File: src/rtl/sp_sram_arb_ctrl_if.sv
// rtl/sp_sram_arb_ctrl_if.sv - requester and SRAM macro signal bundle for sp_sram_arb_ctrl
// slave is the controller's view; master is the requester/SRAM side.
interface sp_sram_arb_ctrl_if #(
  parameter int ADDR_WIDTH = 4,
  parameter int DATA_WIDTH = 10
);
  logic                  init_done;

  logic                  r0_valid;
  logic                  r0_ready;
  logic                  r0_we;
  logic [ADDR_WIDTH-1:0] r0_addr;
  logic [DATA_WIDTH-1:0] r0_wdata;
  logic [DATA_WIDTH-1:0] r0_wmask;
  logic                  r0_rvalid;
  logic [DATA_WIDTH-1:0] r0_rdata;

  logic                  r1_valid;
  logic                  r1_ready;
  logic                  r1_we;
  logic [ADDR_WIDTH-1:0] r1_addr;
  logic [DATA_WIDTH-1:0] r1_wdata;
  logic [DATA_WIDTH-1:0] r1_wmask;
  logic                  r1_rvalid;
  logic [DATA_WIDTH-1:0] r1_rdata;

  logic                  mem_ceb;
  logic                  mem_web;
  logic [ADDR_WIDTH-1:0] mem_addr;
  logic [DATA_WIDTH-1:0] mem_din;
  logic [DATA_WIDTH-1:0] mem_bwb;
  logic [DATA_WIDTH-1:0] mem_dout;

  modport slave (
    output init_done,
    input  r0_valid, r0_we, r0_addr, r0_wdata, r0_wmask,
    output r0_ready, r0_rvalid, r0_rdata,
    input  r1_valid, r1_we, r1_addr, r1_wdata, r1_wmask,
    output r1_ready, r1_rvalid, r1_rdata,
    output mem_ceb, mem_web, mem_addr, mem_din, mem_bwb,
    input  mem_dout
  );

  modport master (
    input  init_done,
    output r0_valid, r0_we, r0_addr, r0_wdata, r0_wmask,
    input  r0_ready, r0_rvalid, r0_rdata,
    output r1_valid, r1_we, r1_addr, r1_wdata, r1_wmask,
    input  r1_ready, r1_rvalid, r1_rdata,
    input  mem_ceb, mem_web, mem_addr, mem_din, mem_bwb,
    output mem_dout
  );
endinterface

File: src/rtl/sp_sram_arb_ctrl.sv
// rtl/sp_sram_arb_ctrl.sv - round-robin two-requester controller for a single-port SRAM
// Zero-fills the array after reset, then grants one access per cycle with 1-cycle read latency.
module sp_sram_arb_ctrl #(
  parameter int MEM_DEPTH  = 12,
  parameter int ADDR_WIDTH = 4,
  parameter int DATA_WIDTH = 10,
  parameter bit INIT_EN    = 1'b1
) (
  input  logic              clk,
  input  logic              rst,
  sp_sram_arb_ctrl_if.slave bus
);
  typedef enum logic {S_INIT, S_RUN} state_t;

  localparam logic [ADDR_WIDTH:0]   DEPTH_W  = (ADDR_WIDTH + 1)'(MEM_DEPTH);
  localparam logic [ADDR_WIDTH-1:0] LAST_IDX = ADDR_WIDTH'(MEM_DEPTH - 1);

  state_t                state, state_nxt;
  logic [ADDR_WIDTH-1:0] cnt, cnt_nxt;
  logic                  rr_ptr;
  logic                  rd_pend0, rd_pend1, rd_oor0, rd_oor1;

  logic                  grant0, grant1, in_range;
  logic                  sel_we;
  logic [ADDR_WIDTH-1:0] sel_addr;
  logic [DATA_WIDTH-1:0] sel_wdata, sel_wmask;

  always_ff @(posedge clk) begin
    if (rst) begin
      state    <= INIT_EN ? S_INIT : S_RUN;
      cnt      <= '0;
      rr_ptr   <= 1'b0;
      rd_pend0 <= 1'b0;
      rd_pend1 <= 1'b0;
      rd_oor0  <= 1'b0;
      rd_oor1  <= 1'b0;
    end else begin
      state <= state_nxt;
      cnt   <= cnt_nxt;
      if (grant0) begin
        rr_ptr <= 1'b1;
      end else if (grant1) begin
        rr_ptr <= 1'b0;
      end
      rd_pend0 <= grant0 & ~bus.r0_we;
      rd_pend1 <= grant1 & ~bus.r1_we;
      rd_oor0  <= grant0 & ~bus.r0_we & ~in_range;
      rd_oor1  <= grant1 & ~bus.r1_we & ~in_range;
    end
  end

  // Everything is forced idle while rst is high so the macro never sees a stray access.
  always_comb begin
    state_nxt    = state;
    cnt_nxt      = cnt;
    grant0       = 1'b0;
    grant1       = 1'b0;
    sel_we       = 1'b0;
    sel_addr     = '0;
    sel_wdata    = '0;
    sel_wmask    = '0;
    in_range     = 1'b0;
    bus.r0_ready = 1'b0;
    bus.r1_ready = 1'b0;
    bus.mem_ceb  = 1'b1;
    bus.mem_web  = 1'b1;
    bus.mem_addr = '0;
    bus.mem_din  = '0;
    bus.mem_bwb  = '1;
    if (!rst) begin
      if (state == S_INIT) begin
        bus.mem_ceb  = 1'b0;
        bus.mem_web  = 1'b0;
        bus.mem_bwb  = '0;
        bus.mem_addr = cnt;
        cnt_nxt      = cnt + ADDR_WIDTH'(1);
        if (cnt == LAST_IDX) begin
          state_nxt = S_RUN;
        end
      end else begin
        grant0 = bus.r0_valid && (!bus.r1_valid || !rr_ptr);
        grant1 = bus.r1_valid && !grant0;
        bus.r0_ready = grant0;
        bus.r1_ready = grant1;
        sel_we    = grant0 ? bus.r0_we    : bus.r1_we;
        sel_addr  = grant0 ? bus.r0_addr  : bus.r1_addr;
        sel_wdata = grant0 ? bus.r0_wdata : bus.r1_wdata;
        sel_wmask = grant0 ? bus.r0_wmask : bus.r1_wmask;
        in_range  = {1'b0, sel_addr} < DEPTH_W;
        // Out-of-range requests are accepted but never reach the macro.
        if ((grant0 || grant1) && in_range) begin
          bus.mem_ceb  = 1'b0;
          bus.mem_addr = sel_addr;
          if (sel_we) begin
            bus.mem_web = 1'b0;
            bus.mem_din = sel_wdata;
            bus.mem_bwb = ~sel_wmask;
          end
        end
      end
    end
  end

  assign bus.init_done = (state == S_RUN) && !rst;
  assign bus.r0_rvalid = rd_pend0 && !rst;
  assign bus.r1_rvalid = rd_pend1 && !rst;
  assign bus.r0_rdata  = (bus.r0_rvalid && !rd_oor0) ? bus.mem_dout : '0;
  assign bus.r1_rdata  = (bus.r1_rvalid && !rd_oor1) ? bus.mem_dout : '0;
endmodule

File: src/flat_wrapper.sv
// flat-port wrapper written by rule: the top's interface ports become plain ports
module sp_sram_arb_ctrl_flat 
#(
  parameter int MEM_DEPTH  = 12,
  parameter int ADDR_WIDTH = 4,
  parameter int DATA_WIDTH = 10,
  parameter bit INIT_EN    = 1'b1
)
  (clk, rst, bus_init_done, bus_r0_valid, bus_r0_we, bus_r0_addr, bus_r0_wdata, bus_r0_wmask, bus_r0_ready, bus_r0_rvalid, bus_r0_rdata, bus_r1_valid, bus_r1_we, bus_r1_addr, bus_r1_wdata, bus_r1_wmask, bus_r1_ready, bus_r1_rvalid, bus_r1_rdata, bus_mem_ceb, bus_mem_web, bus_mem_addr, bus_mem_din, bus_mem_bwb, bus_mem_dout);
  sp_sram_arb_ctrl_if #(.ADDR_WIDTH(ADDR_WIDTH), .DATA_WIDTH(DATA_WIDTH)) bus_i ();
  input  logic clk;
  input  logic rst;
  output wire logic [$bits(bus_i.init_done)-1:0] bus_init_done;
  input wire logic [$bits(bus_i.r0_valid)-1:0] bus_r0_valid;
  input wire logic [$bits(bus_i.r0_we)-1:0] bus_r0_we;
  input wire logic [$bits(bus_i.r0_addr)-1:0] bus_r0_addr;
  input wire logic [$bits(bus_i.r0_wdata)-1:0] bus_r0_wdata;
  input wire logic [$bits(bus_i.r0_wmask)-1:0] bus_r0_wmask;
  output wire logic [$bits(bus_i.r0_ready)-1:0] bus_r0_ready;
  output wire logic [$bits(bus_i.r0_rvalid)-1:0] bus_r0_rvalid;
  output wire logic [$bits(bus_i.r0_rdata)-1:0] bus_r0_rdata;
  input wire logic [$bits(bus_i.r1_valid)-1:0] bus_r1_valid;
  input wire logic [$bits(bus_i.r1_we)-1:0] bus_r1_we;
  input wire logic [$bits(bus_i.r1_addr)-1:0] bus_r1_addr;
  input wire logic [$bits(bus_i.r1_wdata)-1:0] bus_r1_wdata;
  input wire logic [$bits(bus_i.r1_wmask)-1:0] bus_r1_wmask;
  output wire logic [$bits(bus_i.r1_ready)-1:0] bus_r1_ready;
  output wire logic [$bits(bus_i.r1_rvalid)-1:0] bus_r1_rvalid;
  output wire logic [$bits(bus_i.r1_rdata)-1:0] bus_r1_rdata;
  output wire logic [$bits(bus_i.mem_ceb)-1:0] bus_mem_ceb;
  output wire logic [$bits(bus_i.mem_web)-1:0] bus_mem_web;
  output wire logic [$bits(bus_i.mem_addr)-1:0] bus_mem_addr;
  output wire logic [$bits(bus_i.mem_din)-1:0] bus_mem_din;
  output wire logic [$bits(bus_i.mem_bwb)-1:0] bus_mem_bwb;
  input wire logic [$bits(bus_i.mem_dout)-1:0] bus_mem_dout;
  assign bus_init_done = bus_i.init_done;
  assign bus_i.r0_valid = bus_r0_valid;
  assign bus_i.r0_we = bus_r0_we;
  assign bus_i.r0_addr = bus_r0_addr;
  assign bus_i.r0_wdata = bus_r0_wdata;
  assign bus_i.r0_wmask = bus_r0_wmask;
  assign bus_r0_ready = bus_i.r0_ready;
  assign bus_r0_rvalid = bus_i.r0_rvalid;
  assign bus_r0_rdata = bus_i.r0_rdata;
  assign bus_i.r1_valid = bus_r1_valid;
  assign bus_i.r1_we = bus_r1_we;
  assign bus_i.r1_addr = bus_r1_addr;
  assign bus_i.r1_wdata = bus_r1_wdata;
  assign bus_i.r1_wmask = bus_r1_wmask;
  assign bus_r1_ready = bus_i.r1_ready;
  assign bus_r1_rvalid = bus_i.r1_rvalid;
  assign bus_r1_rdata = bus_i.r1_rdata;
  assign bus_mem_ceb = bus_i.mem_ceb;
  assign bus_mem_web = bus_i.mem_web;
  assign bus_mem_addr = bus_i.mem_addr;
  assign bus_mem_din = bus_i.mem_din;
  assign bus_mem_bwb = bus_i.mem_bwb;
  assign bus_i.mem_dout = bus_mem_dout;
  sp_sram_arb_ctrl #(.MEM_DEPTH(MEM_DEPTH), .ADDR_WIDTH(ADDR_WIDTH), .DATA_WIDTH(DATA_WIDTH), .INIT_EN(INIT_EN)) u_core (.clk(clk), .rst(rst), .bus(bus_i));
endmodule
File: config.mk
export PLATFORM = sky130hd
export DESIGN_NAME = sp_sram_arb_ctrl_flat
export DESIGN_NICKNAME = d
export VERILOG_FILES = /design/src/rtl/sp_sram_arb_ctrl_if.sv /design/src/rtl/sp_sram_arb_ctrl.sv /design/src/flat_wrapper.sv
export SDC_FILE = /design/constraint.sdc
export NUM_CORES = 1
export LEC_CHECK = 0
export BUFFER_PORTS_ARGS = -buffer_cell sky130_fd_sc_hd__buf_2
export CAP_MARGIN = 20
export CORE_AREA = 4 4 64 66
export CTS_BUF_LIST = sky130_fd_sc_hd__clkbuf_8 sky130_fd_sc_hd__clkbuf_16
export DETAILED_ROUTE_END_ITERATION = 10
export DIE_AREA = 0 0 68 70
export PLACE_DENSITY = 0.79
export SYNTH_ARGS = -nofsm -noshare
export SYNTH_HDL_FRONTEND = slang
export SYNTH_SLANG_ARGS = --single-unit
File: constraint.sdc
create_clock -name clk -period 1.4 [get_ports clk]
set_input_delay 0.21 -clock clk [delete_from_list [all_inputs] [get_ports clk]]
set_output_delay 0.21 -clock clk [all_outputs]
set_load 0.05 [all_outputs]
### Word-level counts from Yosys, hierarchy flattened

Index checks and enable logic that the tools add are counted.

* reduce and logical (&&, ||, !) cells: 17
* $lt $le $gt $ge: 1
* equal/unequal tests: 1
* $add $sub $neg: 1
* bitwise gates (word level): 8
* mux-type cells: 34

Operators by type and width (number)
* $mux W10: 12
* $mux W1: 18
* $mux W4: 4
* $not A10 Y10: 1
* $logic_and A1 B1 Y1: 8
* $logic_not A1 Y1: 6
* $add A4 B1 Y4 const B: 1
* $and A1 B1 Y1: 4
* $eq A4 B4 Y1 const B: 1
* $lt A4 B4 Y1 const B: 1
* $not A1 Y1: 3
* $logic_or A1 B1 Y1: 2
* $reduce_bool A2 Y1: 1

* input bits: 64
* output and inout bits: 51
* register bits after elaboration: 10
* logic and storage cells: 69

### Depth between registers and ports, before layout

* depth after elaboration: 10
* depth in mapped cells: 6
* depth with buffers taken out: 4

### Worst setup path after synthesis

Ideal clock, no wire load.

* path kind: flip-flop to output port
* start: register u_core.state
* end: output port bus_mem_addr[1]
* buffers on the path: 0
* required time: 1.190 ns
* setup slack: -0.979 ns
* data arrival time: 2.169 ns
* stages on the path, launching flop included: 5
* path through: dfxtp_1 inv_1 nor2_1 nand2_1 o211ai_1

* word-level cells in the longest chain between the ends: 2

RTL lines
* start, declared: line sp_sram_arb_ctrl.sv:18 `state_t state, state_nxt;`
* start signal, assigned: line sp_sram_arb_ctrl.sv:30 `state <= INIT_EN ? S_INIT : S_RUN;`
* start signal, assigned: line sp_sram_arb_ctrl.sv:38 `state <= state_nxt;`
* $mux W4: line sp_sram_arb_ctrl.sv:71 `if (state == S_INIT) begin`
* $mux W4: line sp_sram_arb_ctrl.sv:70 `if (!rst) begin`
* end, declared: line flat_wrapper.sv:32 `output wire logic [$bits(bus_i.mem_addr)-1:0] bus_mem_addr;`

No other way between the ends.

### Final worst setup path

* start: register u_core.rr_ptr
* end: output port bus_mem_bwb[9]

* word-level cells in the longest chain between the ends: 10
* elaborated cells between the ends (all ways): 16
* those cells by class: order compare: 1; mux: 7; bitwise: 1; reduce/logical: 7

RTL lines
* start, declared: line sp_sram_arb_ctrl.sv:20 `logic rr_ptr;`
* start signal, assigned: line sp_sram_arb_ctrl.sv:32 `rr_ptr <= 1'b0;`
* start signal, assigned: line sp_sram_arb_ctrl.sv:41 `rr_ptr <= 1'b1;`
* start signal, assigned: line sp_sram_arb_ctrl.sv:43 `rr_ptr <= 1'b0;`
* $logic_not A1 Y1 *: line sp_sram_arb_ctrl.sv:81 `grant0 = bus.r0_valid && (!bus.r1_valid || !rr_ptr);`
* $logic_or A1 B1 Y1 *: line sp_sram_arb_ctrl.sv:81
* $logic_and A1 B1 Y1 *: line sp_sram_arb_ctrl.sv:81
* branches (longest 4 deep; another with $lt A4 B4 Y1)
* $mux W10 *: line sp_sram_arb_ctrl.sv:91 `if ((grant0 || grant1) && in_range) begin`
* $mux W10 *: line sp_sram_arb_ctrl.sv:71
* $mux W10 *: line sp_sram_arb_ctrl.sv:70
* end, declared: line flat_wrapper.sv:34 `output wire logic [$bits(bus_i.mem_bwb)-1:0] bus_mem_bwb;`

Every way passes the cells marked *.

==> results.sh <==
export IMPL_crit_slowest_cell="dfxtp_4"
export IMPL_placed_area_um2=2100
export IMPL_rr_startpoint="u_core.state"
export IMPL_routed_via_count=1701
export IMPL_skew_ns=0.000357
export IMPL_report_final_slew_viol_count=0
export IMPL_regArea_um2=209
export IMPL_outcome="finished, violations left"
export IMPL_crit_type="reg -> out"
export IMPL_die_y_um=70
export IMPL_syn_area_per_cell_um2=6.81
export IMPL_first_pass_iters=4
export IMPL_first_iter_violations=34
export IMPL_postRouteWirelength_um=5210
export IMPL_die_w_um=68
export IMPL_power_mw=1.11
export IMPL_cp_end_kind="primary output"
export IMPL_drc=0
export IMPL_hold_path_class="in -> reg"
export IMPL_final_cell_area_um2=2680
export IMPL_synthTopCellsByArea="dfxtp_1 (18%), nand2_1 (15%), and2_1 (11%)"
export IMPL_finalCriticalPeriod_ns=1.90
export IMPL_routed_via_density=4.83
export IMPL_rsz0062_at_grt="yes"
export IMPL_post_dp_hpwl_um=3540
export IMPL_cp_max_fo=10
export IMPL_syn_num_nets=225
export IMPL_avgRoutedWirePerCell_um=14.8
export IMPL_critPathMaxStageDelay_ns=0.36
export IMPL_n_antenna_cell=0
export IMPL_path_cells="a21boi_4 > nand3_2 > a31o_2 > a31o_2 > buf_2"
export IMPL_multi_input_area_um2=1130
export IMPL_synth_cell_types=33
export IMPL_coreArea_um2=3580
export IMPL_leakagePower_nw=1.24
export IMPL_worstMarginPinSlew_ns=0.267
export IMPL_worstSkewPairLatency_ns=0.23
export IMPL_slew_headroom=0.823
export IMPL_ir_drop_mv=0.256
export IMPL_cp_required_ns=1.19
export IMPL_area_delta_synth_final_pct=145
export IMPL_holdCritStartpoint="bus_r1_we"
export IMPL_track_usage=0.204
export IMPL_n_fill_cell=264
export IMPL_grt_pass1_wl_um=7760
export IMPL_drive_above_1_share=0.730
export IMPL_dieArea_um2=4760
export IMPL_powerDensity_nw_per_um2=417
export IMPL_cts_buffers=3
export IMPL_io_buffers=114
export IMPL_fin_nets=370
export IMPL_clockBufferDepth=2
export IMPL_ioPinCount=115
export IMPL_htree_levels=1
export IMPL_fp_row_count=22
export IMPL_yosysTopAreaCell="dfxtp_1"
export IMPL_synth_top_area_share=0.184
export IMPL_overflow=0
export IMPL_hold_viol_final=0
export IMPL_initial_core_util=0.305
export IMPL_ys_warn_count=0
export IMPL_finalSetupViolations=49
export IMPL_max_freq_mhz=527
export IMPL_setup_worst_path_start="u_core.rr_ptr"
export IMPL_ys_seq_area_frac=0.184
export IMPL_ys_ff_latch=10
export IMPL_cts_hold_buffers=0
export IMPL_start_kind="register"
export IMPL_grt_max_degree=20
export IMPL_fin_ws_ns=-0.497
export IMPL_cp_arrival_ns=1.69
export IMPL_clkSinkCount=10
export IMPL_grt_pass1_vias=1746
export IMPL_antenna_found_initial=0
export IMPL_period_share=1.36
export IMPL_layout_commonest_cell="buf_2"
export IMPL_drtAntennaViolNets=0
export IMPL_dp_slack_ns=-0.356
export IMPL_violations="setup timing"
export IMPL_synth_cells=160
export IMPL_synth_area_um2=1090
export IMPL_layout_common_cells="buf_2 (74), nand2_1 (43), buf_4 (29)"
export IMPL_cts_tree="done"
export IMPL_root_buffer="clkbuf_8"
export IMPL_cp_common_cell="a31o_2"
export IMPL_clk_pin_slew_ns=0.05
export IMPL_max_cap_violations=0
export IMPL_finalWeightedCongestion=0.825
## per-layer routing
metal	track usage	vias up	routed length [um]
met5	0	-	0
met1	0.216	767	1850
met4	0.0397	0	44
met2	0.379	93	2710
li1	-	837	-
met3	0.0659	4	605
## cell usage after synthesis (all sizes together)
cell type	count
a211o	1
a21bo	1
a21boi	1
a21oi	12
a2bb2oi	1
a311oi	2
a31o	11
a31oi	1
and2	20
buf	5
clkbuf	5
dfxtp	10
ha	1
inv	4
mux2	1
mux2i	2
nand2	45
nand2b	1
nand3	4
nand3b	2
nand4	2
nand4b	2
nor2	13
nor2b	6
nor3	3
o211ai	1
o21bai	1
xnor2	1
xor2	1
## worst paths after layout
path	to	slack, ns	cells past startpoint
max reg2reg	u_core.rd_oor0	0.05	8
min reg2reg	u_core.cnt[0]	0.49	2
min	u_core.rd_pend1	0.17	2
max	bus_mem_bwb[9]	-0.50	5
## report_power, final
group / total (mW) / switching [mW] / leakage (nW) / internal (mW)
sequential: 0.298 / 0.00830 / 0.0833 / 0.289
combinational: 0.455 / 0.261 / 1.13 / 0.193
clock: 0.362 / 0.115 / 0.0288 / 0.247
total: 1.11 / 0.384 / 1.24 / 0.730
## layout make-up
type / count / share of cell area
Sequential cell: 10 / 0.0781
Multi-Input combinational cell: 138 / 0.423
Clock buffer: 4 / 0.0206
Timing Repair Buffer: 148 / 0.448
Inverter: 4 / 0.00795
Tap cell: 48 / 0.0225
## kinds of logic after synthesis
kind of cell | count (synthesis) | synth area share
simple gates | 98 | 0.433
compound gates | 32 | 0.256
buf+inv | 14 | 0.0712
flops | 10 | 0.184
mux | 3 | 0.0287
xor+xnor | 2 | 0.0161
fa+ha+maj | 1 | 0.0115
## sequential cells by signal, summed over array words and instances (netlist names)
signal and flops:
u_core.cnt 4, u_core.rd_oor0 1, u_core.rd_oor1 1, u_core.rd_pend0 1
u_core.rd_pend1 1, u_core.rr_ptr 1, u_core.state 1
## timing repair
action / in CTS / in global routing
pin swaps: 12 / 16
gates cloned: 2 / 0
gates resized for setup: 115 / 16
setup buffers: 6 / 4
endpoints found under the setup margin: 49 / 50
## critical path: cells and delay by family (launching register included)
kind / cells / cell delay, ns
AOI/OAI and AO/OA: 3 / 0.78
buffers and inverters: 1 / 0.21
DFF: 1 / 0.36
and+or+nand+nor: 1 / 0.12
## stage by stage
stage	hold slack (ns)	std cells	setup TNS, ns	util
detailed placement	0.419	338	-7.26	0.586
floorplan	0.282	160	-5.68	-
global route	0.174	352	-15.66	0.748
global placement	0.423	338	-6.36	0.586
CTS	0.170	349	-11.78	0.724
finish	0.173	352	-12.78	0.748
Note: power is estimated with default switching activity, not from simulation.
